==> config.mk <==
export PLATFORM = sky130hd
export DESIGN_NAME = array_feeder_flat
export DESIGN_NICKNAME = d
export VERILOG_FILES = /design/src/rtl/array_feeder_if.sv /design/src/rtl/array_feeder.sv /design/src/flat_wrapper.sv
export SDC_FILE = /design/constraint.sdc
export NUM_CORES = 1
export LEC_CHECK = 0
export ABC_AREA = 1
export CAP_MARGIN = 10
export CORE_MARGIN = 4
export CORE_UTILIZATION = 55
export CTS_BUF_LIST = sky130_fd_sc_hd__clkbuf_8
export CTS_CLUSTER_DIAMETER = 100
export DETAILED_ROUTE_END_ITERATION = 8
export HOLD_SLACK_MARGIN = 0.02
export PLACE_DENSITY_LB_ADDON = 0.12
export SLEW_MARGIN = 20
export SYNTH_ARGS = -nofsm -noshare
export SYNTH_HDL_FRONTEND = slang
export SYNTH_SLANG_ARGS = --single-unit
==> constraint.sdc <==
create_clock -name clk -period 4.4 [get_ports clk]
set_input_delay 0.88 -clock clk [delete_from_list [all_inputs] [get_ports clk]]
set_output_delay 0.88 -clock clk [all_outputs]
set_load 0.02 [all_outputs]
==> src/rtl/array_feeder_if.sv <==
// Handshake bundle between the upstream producer, array_feeder and the downstream consumer.
// slave: the feeder's view. master: the environment that produces and consumes words.
interface array_feeder_if;
  logic signed [31:0] src_in;
  logic               src_in_sync;
  logic               src_in_notify;
  logic signed [31:0] m_out;
  logic               m_out_sync;
  logic               m_out_notify;

  modport slave (
    input  src_in,
    input  src_in_sync,
    input  m_out_sync,
    output src_in_notify,
    output m_out,
    output m_out_notify
  );

  modport master (
    output src_in,
    output src_in_sync,
    output m_out_sync,
    input  src_in_notify,
    input  m_out,
    input  m_out_notify
  );
endinterface

==> src/rtl/array_feeder.sv <==
// array_feeder: collects DEPTH signed words from the producer into a small array, then
// replays them in order to the consumer. The two phases alternate and never overlap.
// Optional feature: define ARRAY_FEEDER_SUM_EN to append a wrapped 32-bit checksum word
// after the last array word of each frame.
module array_feeder #(
  parameter int unsigned DEPTH = 4
) (
  input  logic           clk,
  input  logic           rst,
  array_feeder_if.slave  bus_io
);

  localparam int unsigned IdxW = (DEPTH > 1) ? $clog2(DEPTH) : 1;
  localparam logic [IdxW-1:0] LastIdx = IdxW'(DEPTH - 1);

  typedef enum logic {StFill, StDrain} state_e;

  state_e             state_q;
  logic [IdxW-1:0]    wr_idx_q;
  logic [IdxW-1:0]    rd_idx_q;
  logic               src_notify_q;
  logic               m_notify_q;
  logic signed [31:0] m_out_q;
  logic signed [31:0] arr_q [DEPTH];

  logic               in_xfer;
  logic               out_xfer;
  logic [IdxW-1:0]    rd_idx_d;
  logic               rd_last;
  logic               last_word;
  logic signed [31:0] next_word;

  assign in_xfer  = src_notify_q & bus_io.src_in_sync;
  assign out_xfer = m_notify_q & bus_io.m_out_sync;
  assign rd_last  = (rd_idx_q == LastIdx);
  assign rd_idx_d = rd_last ? '0 : rd_idx_q + IdxW'(1);

`ifdef ARRAY_FEEDER_SUM_EN
  logic signed [31:0] sum_q;
  logic               sum_phase_q;

  // Running wrapped sum of the frame; the first word of a frame restarts it.
  always_ff @(posedge clk or posedge rst) begin
    if (rst) begin
      sum_q <= '0;
    end else if (in_xfer) begin
      sum_q <= (wr_idx_q == '0) ? bus_io.src_in : sum_q + bus_io.src_in;
    end
  end

  // The checksum is one extra beat after arr[DEPTH-1]; rd_idx stays in range meanwhile.
  assign last_word = sum_phase_q;
  assign next_word = rd_last ? sum_q : arr_q[rd_idx_d];
`else
  assign last_word = rd_last;
  assign next_word = arr_q[rd_idx_d];
`endif

  // Frame storage; contents are don't-care until written, so no reset.
  always_ff @(posedge clk) begin
    if (in_xfer) begin
      arr_q[wr_idx_q] <= bus_io.src_in;
    end
  end

  // FILL/DRAIN sequencer with all outputs registered.
  always_ff @(posedge clk or posedge rst) begin
    if (rst) begin
      state_q      <= StFill;
      wr_idx_q     <= '0;
      rd_idx_q     <= '0;
      src_notify_q <= 1'b1;
      m_notify_q   <= 1'b0;
      m_out_q      <= '0;
`ifdef ARRAY_FEEDER_SUM_EN
      sum_phase_q  <= 1'b0;
`endif
    end else begin
      unique case (state_q)
        StFill: begin
          if (in_xfer) begin
            if (wr_idx_q == LastIdx) begin
              wr_idx_q     <= '0;
              state_q      <= StDrain;
              src_notify_q <= 1'b0;
              m_notify_q   <= 1'b1;
              // arr[0] was written at least one cycle earlier since DEPTH >= 2.
              m_out_q      <= arr_q[0];
            end else begin
              wr_idx_q <= wr_idx_q + IdxW'(1);
            end
          end
        end
        StDrain: begin
          if (out_xfer) begin
            if (last_word) begin
              rd_idx_q     <= '0;
              state_q      <= StFill;
              m_notify_q   <= 1'b0;
              src_notify_q <= 1'b1;
`ifdef ARRAY_FEEDER_SUM_EN
              sum_phase_q  <= 1'b0;
`endif
            end else begin
              rd_idx_q <= rd_idx_d;
              m_out_q  <= next_word;
`ifdef ARRAY_FEEDER_SUM_EN
              sum_phase_q <= rd_last;
`endif
            end
          end
        end
        default: state_q <= StFill;
      endcase
    end
  end

  assign bus_io.src_in_notify = src_notify_q;
  assign bus_io.m_out_notify  = m_notify_q;
  assign bus_io.m_out         = m_out_q;

endmodule

==> src/flat_wrapper.sv <==
// flat-port wrapper written by rule: the top's interface ports become plain ports
module array_feeder_flat 
#(
  parameter int unsigned DEPTH = 4
)
  (clk, rst, bus_io_src_in, bus_io_src_in_sync, bus_io_m_out_sync, bus_io_src_in_notify, bus_io_m_out, bus_io_m_out_notify);
  array_feeder_if bus_io_i ();
  input  logic clk;
  input  logic rst;
  input wire logic [$bits(bus_io_i.src_in)-1:0] bus_io_src_in;
  input wire logic [$bits(bus_io_i.src_in_sync)-1:0] bus_io_src_in_sync;
  input wire logic [$bits(bus_io_i.m_out_sync)-1:0] bus_io_m_out_sync;
  output wire logic [$bits(bus_io_i.src_in_notify)-1:0] bus_io_src_in_notify;
  output wire logic [$bits(bus_io_i.m_out)-1:0] bus_io_m_out;
  output wire logic [$bits(bus_io_i.m_out_notify)-1:0] bus_io_m_out_notify;
  assign bus_io_i.src_in = bus_io_src_in;
  assign bus_io_i.src_in_sync = bus_io_src_in_sync;
  assign bus_io_i.m_out_sync = bus_io_m_out_sync;
  assign bus_io_src_in_notify = bus_io_i.src_in_notify;
  assign bus_io_m_out = bus_io_i.m_out;
  assign bus_io_m_out_notify = bus_io_i.m_out_notify;
  array_feeder #(.DEPTH(DEPTH)) u_core (.clk(clk), .rst(rst), .bus_io(bus_io_i));
endmodule
Yosys cells after proc, flatten, opt, wreduce, memory -nomap -nowiden
Memories as Yosys holds them, arrays and structs flattened.
Cells that the tools add are included.
- bitwise operators: 3
- add/sub/neg operators: 2
- eq/ne operators: 7
- reduce and logical (&&, ||, !) cells: 4
- mux-type cells: 25
- operators with widths (operator ; number):
    two-way mux 32 bit ; 4
    case mux 32 bit (2 select lines) ; 1
    two-way mux 1 bit ; 14
    AND reduction 4 bit ; 2
    two-way mux 2 bit ; 3
    inequality test 2 bit (second input constant) ; 3
    case mux 1 bit (2 select lines) ; 3
    adder 2 x 1 -> 2 bit (second input constant) ; 2
    == test 2 bit (second input constant) ; 2
    inequality test 2 x 1 -> 1 bit (second input constant) ; 2
    AND reduction 2 bit ; 2
    AND 1 bit ; 2
    NOT 1 bit ; 1
- register bits after elaboration: 39
- word-level logic and storage cells: 48
- input port bits: 36
- memories: 1
- memory bits (writable): 128
- memories (memory ; words ; width ; rd ports ; clocked after Yosys merged registers in ; write ports ; line ; RTL):
    u_core.arr_q ; 4 ; 32 ; 2 ; 0 ; 1 ; array_feeder.sv:24 ; logic signed [31:0] arr_q [DEPTH];

Logic depth before layout (Yosys ltp)
Gate-level depths: netlist of the first run.
An unclocked memory read counts as a cell.
- depth after elaboration: 6
- depth in mapped cells: 9
- gate-level depth less buffers: 8

Least setup slack after synthesis of the first run
No wires, ideal clock.
- kind: input to register
- start point: input port bus_io_src_in_sync
- end point: memory u_core.arr_q[3][0], enable pin
- library setup time: 0.423 ns
- stages: 2
- arrival: 2.358 ns
- path slack: 1.620 ns
- buffers on the path: 0
- path through: nand2_1 > nor2_1
- cells in the longest elaborated chain, start to end: 3
- ends and longest elaborated chain (what ; line ; RTL):
    from (decl) ; flat_wrapper.sv:11 ; input wire logic [$bits(bus_io_i.src_in_sync)-1:0] bus_io_src_in_sync;
    AND 1 bit ; array_feeder.sv:33 ; assign in_xfer = src_notify_q & bus_io.src_in_sync;
    two-way mux 1 bit ; array_feeder.sv:61 ; if (in_xfer) begin
    two-way mux 1 bit (not written as such) ; array_feeder.sv:62 ; arr_q[wr_idx_q] <= bus_io.src_in;
    to (decl) ; array_feeder.sv:24 ;
No other way between the ends.

Worst setup path in the final report of the first run
- start point: register u_core.rd_idx_q[0]
- end point: register u_core.m_out_q[27], in the netlist u_core.bus_io.m_out[27]
- cells in the longest elaborated chain, start to end: 6
- elaborated cells between the ends (all ways): 9
- those cells by class: add/sub: 1; eq/ne: 2; mux: 4; reduce/logical: 1; memory: 1
- ends and longest elaborated chain (what ; line ; RTL):
    from (decl) ; array_feeder.sv:20 ; logic [IdxW-1:0] rd_idx_q;
    from (signal assigned) ; array_feeder.sv:105 ; rd_idx_q <= rd_idx_d;
    adder 2 x 1 -> 2 bit / == test 2 bit (equally long branches) ; array_feeder.sv:36, array_feeder.sv:35 ;
    two-way mux 2 bit ; array_feeder.sv:36 ; assign rd_idx_d = rd_last ? '0 : rd_idx_q + IdxW'(1);
    memory read (4 x 32 bit) ; -- ;
    two-way mux 32 bit ; array_feeder.sv:96 ; if (last_word) begin
    two-way mux 32 bit ; array_feeder.sv:95 ; if (out_xfer) begin
    case mux 32 bit (2 select lines) ; array_feeder.sv:79 ; unique case (state_q)
    to (signal assigned) ; array_feeder.sv:88 ; m_out_q <= arr_q[0];
    to (signal assigned) ; array_feeder.sv:106 ; m_out_q <= next_word;
    to (decl) ; array_feeder.sv:23 ; logic signed [31:0] m_out_q;
Several ways; a longest one is shown, not always the timed one. The select of a mux whose other input is x is not followed.
A chain may end at the register's enable or synchronous reset.

==> run metrics, run 1 <==
worst setup slack after layout 1.814 ns; largest net degree at the start of global routing 65; postcts setup bufs 0; footprint of the multi-input gates 0.001668 mm^2; Layout Cells excl Fill 791; Cells after DPL 759; share of cells above drive strength 1 12.42%; CP Capture Type register; Antenna Cells 0; worst path cell trace buf_4 > inv_2 > nand2_2 > o21ai_0 > nand2_1 > nand2_1 > nand2_1; Root Buffer clkbuf_8; detailed placement HPWL 7.390 mm; Post-Synthesis Cells 568; Site Rows 40; Core Box Area 0.01201 mm^2; CP arrival 2.93 ns; TritonCTS clock tree built; total power 2.876 mW; die area 0.01407 mm^2; post-route ant nets 0; top cells by area, synth edfxtp_1 57%, dfrtp_1 14%, nand2_1 11%; fillers 926; synthesized net count 610; Fmax achieved 386.6 MHz; total number of clock tree sinks 167; final instance area 0.007886 mm^2; Finished Core Util 65.66%; Hold Vio Cnt, Final 0; Vias 4093; routed wire length per instance 16.38 um; first-pass GRT wire length 21.11 mm; pre-CTS WS 1.430 ns; Synth Warn # 0; initial antenna violation count 0; hold_buf cts 0; Reg clk slew, reported paths 0.08 ns; RePlAce Congestion 0.7245; Slew @ Worst Pin 1.073 ns; fin nets 674; startpoint types register; DR DRC count 0; Longest Clk Path Bufs 2; Leakage Power 2.953 nW; crit path max-delay cell type nand2_2; PD cells 364.7 mW/mm^2; Synth Area per Inst 11.84 um^2; area leader, netlist edfxtp_1; DR vias/cell 5.174; max_slew headroom 28.50%; worst-path fanout max 36; Clk Latency, worst-skew pair 0.45 ns; first-iteration detailed-routing DRC count 317; count of final max-slew check failures 0; # IOs 70; number of synthesized register bits 167; post-synthesis sequential area ratio 71.66%; Crit path buffers/inverters 2; aggregate global-route resource usage 19.48%; crit path time final 2.586 ns; Cell variety after synth 23; skew final 0.01215 ns; Die Wd 118.6 um; vias in the first global route 4150; most frequent CP cell nand2_1; drt first pass iters 4; Port Buffers 69; Req. time, crit path 4.74 ns; slowest stage delay, CP 0.57 ns; Hold Path Class reg2reg; delay-heaviest family, CP buffers and inverters; Area growth, synth to finish 17.22%; VDD IR max 0.0002666 V; critical path class reg2reg; setup_tns 0 ns; PostCTS Resize Cnt 0; worst hold slack 0.4802 ns; outcome finished, final reports clean; Reg area 0.004822 mm^2; top-area cell type share of the netlist area 57.13%; FF-to-FF setup slack 1.81 ns; Starting Density 56.01%; gr ovfl total 0; unrepaired setup endpoints after global routing false; total wire length 12.96 mm; synthesized cell area 0.006728 mm^2; placed cell area 0.007447 mm^2; Final setup viols 0; H-tree levels 4; TritonCTS Buffers 17; Maximum Capacitance Violations 0; Die Height 118.6 um; crit share post-route 58.78%
flip-flops by register name, summed over array words and instances (netlist names):
name / cells
u_core.arr_q: 128
u_core.bus_io.m_out: 32
u_core.bus_io.m_out_notify: 1
u_core.bus_io.src_in_notify: 1
u_core.rd_idx_q: 2
u_core.state_q: 1
u_core.wr_idx_q: 2
logic make-up (layout without fill, tap and decap cells):
kind of cell    Yosys count  count (layout)  synth area share (%)
fa+ha+maj                 6               6                 1.116
flops                   167             167                 71.66
simple gates            313             313                 20.16
compound gates           38              38                 3.031
buf+inv                  44             120                 4.036
power by group:
part           internal (mW)  switching (mW)  total, mW  leakage, nW
logic                 0.0277          0.0256     0.0533         1.05
clock network          0.613           0.513       1.13        0.222
registers               1.70               0       1.70         1.68
cell type report:
cell class	count	share of cell area [%]
Sequential cell	167	61.15
Inverter	17	0.8885
Tap cell	147	2.332
Clock inverter	10	1.618
Multi-Input combinational cell	357	21.15
Clock buffer	21	3.665
Timing Repair Buffer	72	9.202
synthesized netlist by cell type:
master    instances
nor2_2           28
ha_1              6
nor2_4            1
buf_2            17
nand3_4           2
nand3_1          35
buf_6             4
o21ai_1           5
clkinv_2          1
inv_2             5
inv_6             1
dfrtp_1          38
nor2_1           42
nor2_8            2
dfstp_2           1
o21ai_0          31
nand2_1         203
clkbuf_1          3
o21a_1            1
buf_12            3
inv_1            10
a21oi_4           1
edfxtp_1        128
tightest hold or removal path, cell delays in order, from the launching register on:
cell and delay [ns]:
dfrtp_1 0.35, nand2_1 0.05, nand2_1 0.05
layer usage:
| layer | track usage (%) | part of all wire [%] |
|---|---|---|
| met1 | 25.40 | 43 |
| met2 | 32.18 | 50 |
| met3 | 4.354 | 6.0 |
| met4 | 7.169 | 0.70 |
| met5 | 0 | 0 |
layout by cell type, fill, tap and decap left out, types with 3 or more instances in the layout:
cell             synthesis  routed
ha_1                     6       6
clkdlybuf4s50_1          0      69
nor2_1                  42      38
edfxtp_1               128     128
clkbuf_8                 0      21
inv_1                   10      12
o21ai_1                  5       5
nand2_1                203     202
dfrtp_1                 38      37
inv_2                    5       6
nor2_4                   1       5
o21ai_0                 31      31
bufinv_16                0       3
nand3_1                 35      35
nor2_2                  28      28
clkinv_2                 1       3
path summary, 6_finish.rpt:
kind,from,end,depth (start not counted)
min in group asynchronous,rst,u_core.bus_io.m_out[30],2
min,u_core.bus_io.m_out[11],u_core.bus_io.m_out[11],2
min reg2reg,u_core.bus_io.m_out[11],u_core.bus_io.m_out[11],2
max in group asynchronous,rst,u_core.state_q,2
max reg2reg,u_core.rd_idx_q[0],u_core.bus_io.m_out[27],7
max,u_core.rd_idx_q[0],u_core.bus_io.m_out[27],7
(Power assumes the default switching activity.)
==> run 2, diff against run 1 <==
clock period = 2.6 ns   (was 4.4 ns; I/O delays follow)
==> run 2 against run 1 <==
Net effect: worst setup slack worse by 1.4 ns; clock skew decreased by 0.0048 ns; combinational power rose by 76%; power rose by 67%; utilization rose by 1.1 points; design area is 1.6% higher; critical path depth decreased by 6; count of clock-buffer cells in the layout fell by 4; non-clock buffer count grew 12; largest power group unchanged; sequential cell count stayed put.
==> run metrics, run 2 (synthesis gave the netlist of run 1 again) <==
Vias 4171; gr ovfl total 0; Reg clk slew, reported paths 0.08 ns; startpoint types register; r2r worst-path depth 8; fin nets 686; total number of clock tree sinks 167; Die Height 118.6 um; worst-path fanout max 4; setup_tns 0 ns; Crit path buffers/inverters 1; detailed placement HPWL 8.137 mm; crit path time final 2.166 ns; PostCTS Resize Cnt 0; Hold Path Class in2async; RePlAce Congestion 0.7547; Area growth, synth to finish 19.14%; die area 0.01407 mm^2; Final setup viols 0; Hold Vio Cnt, Final 0; post-route ant nets 0; TritonCTS Buffers 17; Layout Cells excl Fill 804; Core Box Area 0.01201 mm^2; Fmax achieved 461.8 MHz; largest net degree at the start of global routing 37; H-tree levels 4; critical path class reg2out; Longest Clk Path Bufs 2; TritonCTS clock tree built; max_slew headroom 65.00%; Clk Latency, worst-skew pair 0.45 ns; Die Wd 118.6 um; reg2reg end u_core.bus_io.m_out[11]; Root Buffer clkbuf_8; fillers 896; DR vias/cell 5.188; most frequent cells in the layout 203 x nand2_1, 128 x edfxtp_1, 69 x clkdlybuf4s50_1; Largest register FFs 128; initial antenna violation count 0; share of cells above drive strength 1 14.00%; DR DRC count 0; final instance area 0.008015 mm^2; Cells after DPL 772; worst path cell trace clkdlybuf4s50_1; postcts setup bufs 0; Antenna Cells 0; drt first pass iters 4; first-iteration detailed-routing DRC count 338; unrepaired setup endpoints after global routing false; Port Buffers 69; Reg area 0.004822 mm^2; vias in the first global route 4163; CP arrival 1.65 ns; Critical R2R Launch u_core.rd_idx_q[1]; Site Rows 40; count of final max-slew check failures 0; slowest stage delay, CP 0.61 ns; Slew @ Worst Pin 0.5239 ns; routed wire length per instance 16.09 um; VDD IR max 0.0005216 V; PD cells 598.7 mW/mm^2; outcome finished, final reports clean; Starting Density 56.01%; first-pass GRT wire length 21.47 mm; aggregate global-route resource usage 19.74%; skew final 0.007307 ns; total wire length 12.94 mm; most flop-heavy register u_core.arr_q; crit share post-route 83.29%; CP Capture Type output pin; hold_buf cts 0; total power 4.798 mW; commonest non-fill, non-tap cell in the layout nand2_1; footprint of the multi-input gates 0.001665 mm^2; placed cell area 0.007620 mm^2; Setup crit start u_core.bus_io.src_in_notify; Leakage Power 3.011 nW; # IOs 70; crit path max-delay cell type clkdlybuf4s50_1; FF-to-FF setup slack 0.60 ns; delay-heaviest family, CP buffers and inverters; Req. time, crit path 2.08 ns; Maximum Capacitance Violations 0
-- run 2: changes by cell type in the layout (fill, tap and decap cells not counted), sizes merged --
cell,previous run,this run
clkinv,3,8
clkinvlp,1,3
clkbuf,21,17
buf,3,15
inv,20,18
-- run 2: worst max path at each step --
stage,cells past startpoint,to,slack (ns)
after floorplan,2,u_core.arr_q[3][0],0.04
after global placement,4,u_core.arr_q[0][28],0.51
after detailed placement,4,u_core.arr_q[0][30],0.48
after CTS,1,bus_io_src_in_notify,0.40
after global routing,8,u_core.bus_io.m_out[7],0.38
final,1,bus_io_src_in_notify,0.43
-- run 2: layer usage --
metal | share of wire, % | track usage, % | wire length, um | up-vias
li1 | - | - | - | 2044
met1 | 44 | 25.75 | 5751 | 2033
met2 | 50 | 32.61 | 6488 | 81
met3 | 4.1 | 4.833 | 527 | 13
met4 | 1.3 | 6.662 | 171 | 0
met5 | 0 | 0 | 0 | -
-- run 2: cell type report --
| type | count | share of cell area, % |
|---|---|---|
| well taps | 147 | 2.295 |
| clock buffers | 17 | 2.919 |
| inverters | 17 | 0.8742 |
| clock inverters | 15 | 2.014 |
| multi-input cells | 357 | 20.78 |
| flip-flops and latches | 167 | 60.16 |
| repair buffers | 84 | 10.96 |
-- run 2: stage by stage --
stage          utilization [%]  hold slack [ns]  worst slack, ns
2_1_floorplan                -           0.4881          0.04409
3_3_place_gp             63.44           0.4606           0.5103
3_5_place_dp             63.44           0.4638           0.4778
4_1_cts                  66.73           0.3713           0.4001
5_1_grt                  66.73           0.3886           0.3751
6_report                 66.73           0.3716           0.4344
-- run 2: power by group --
part           internal (mW)  switching [mW]  total [mW]  leakage, nW
clock                  0.934           0.899        1.83        0.198
combinational         0.0489          0.0448      0.0936         1.13
sequential              2.87               0        2.87         1.68
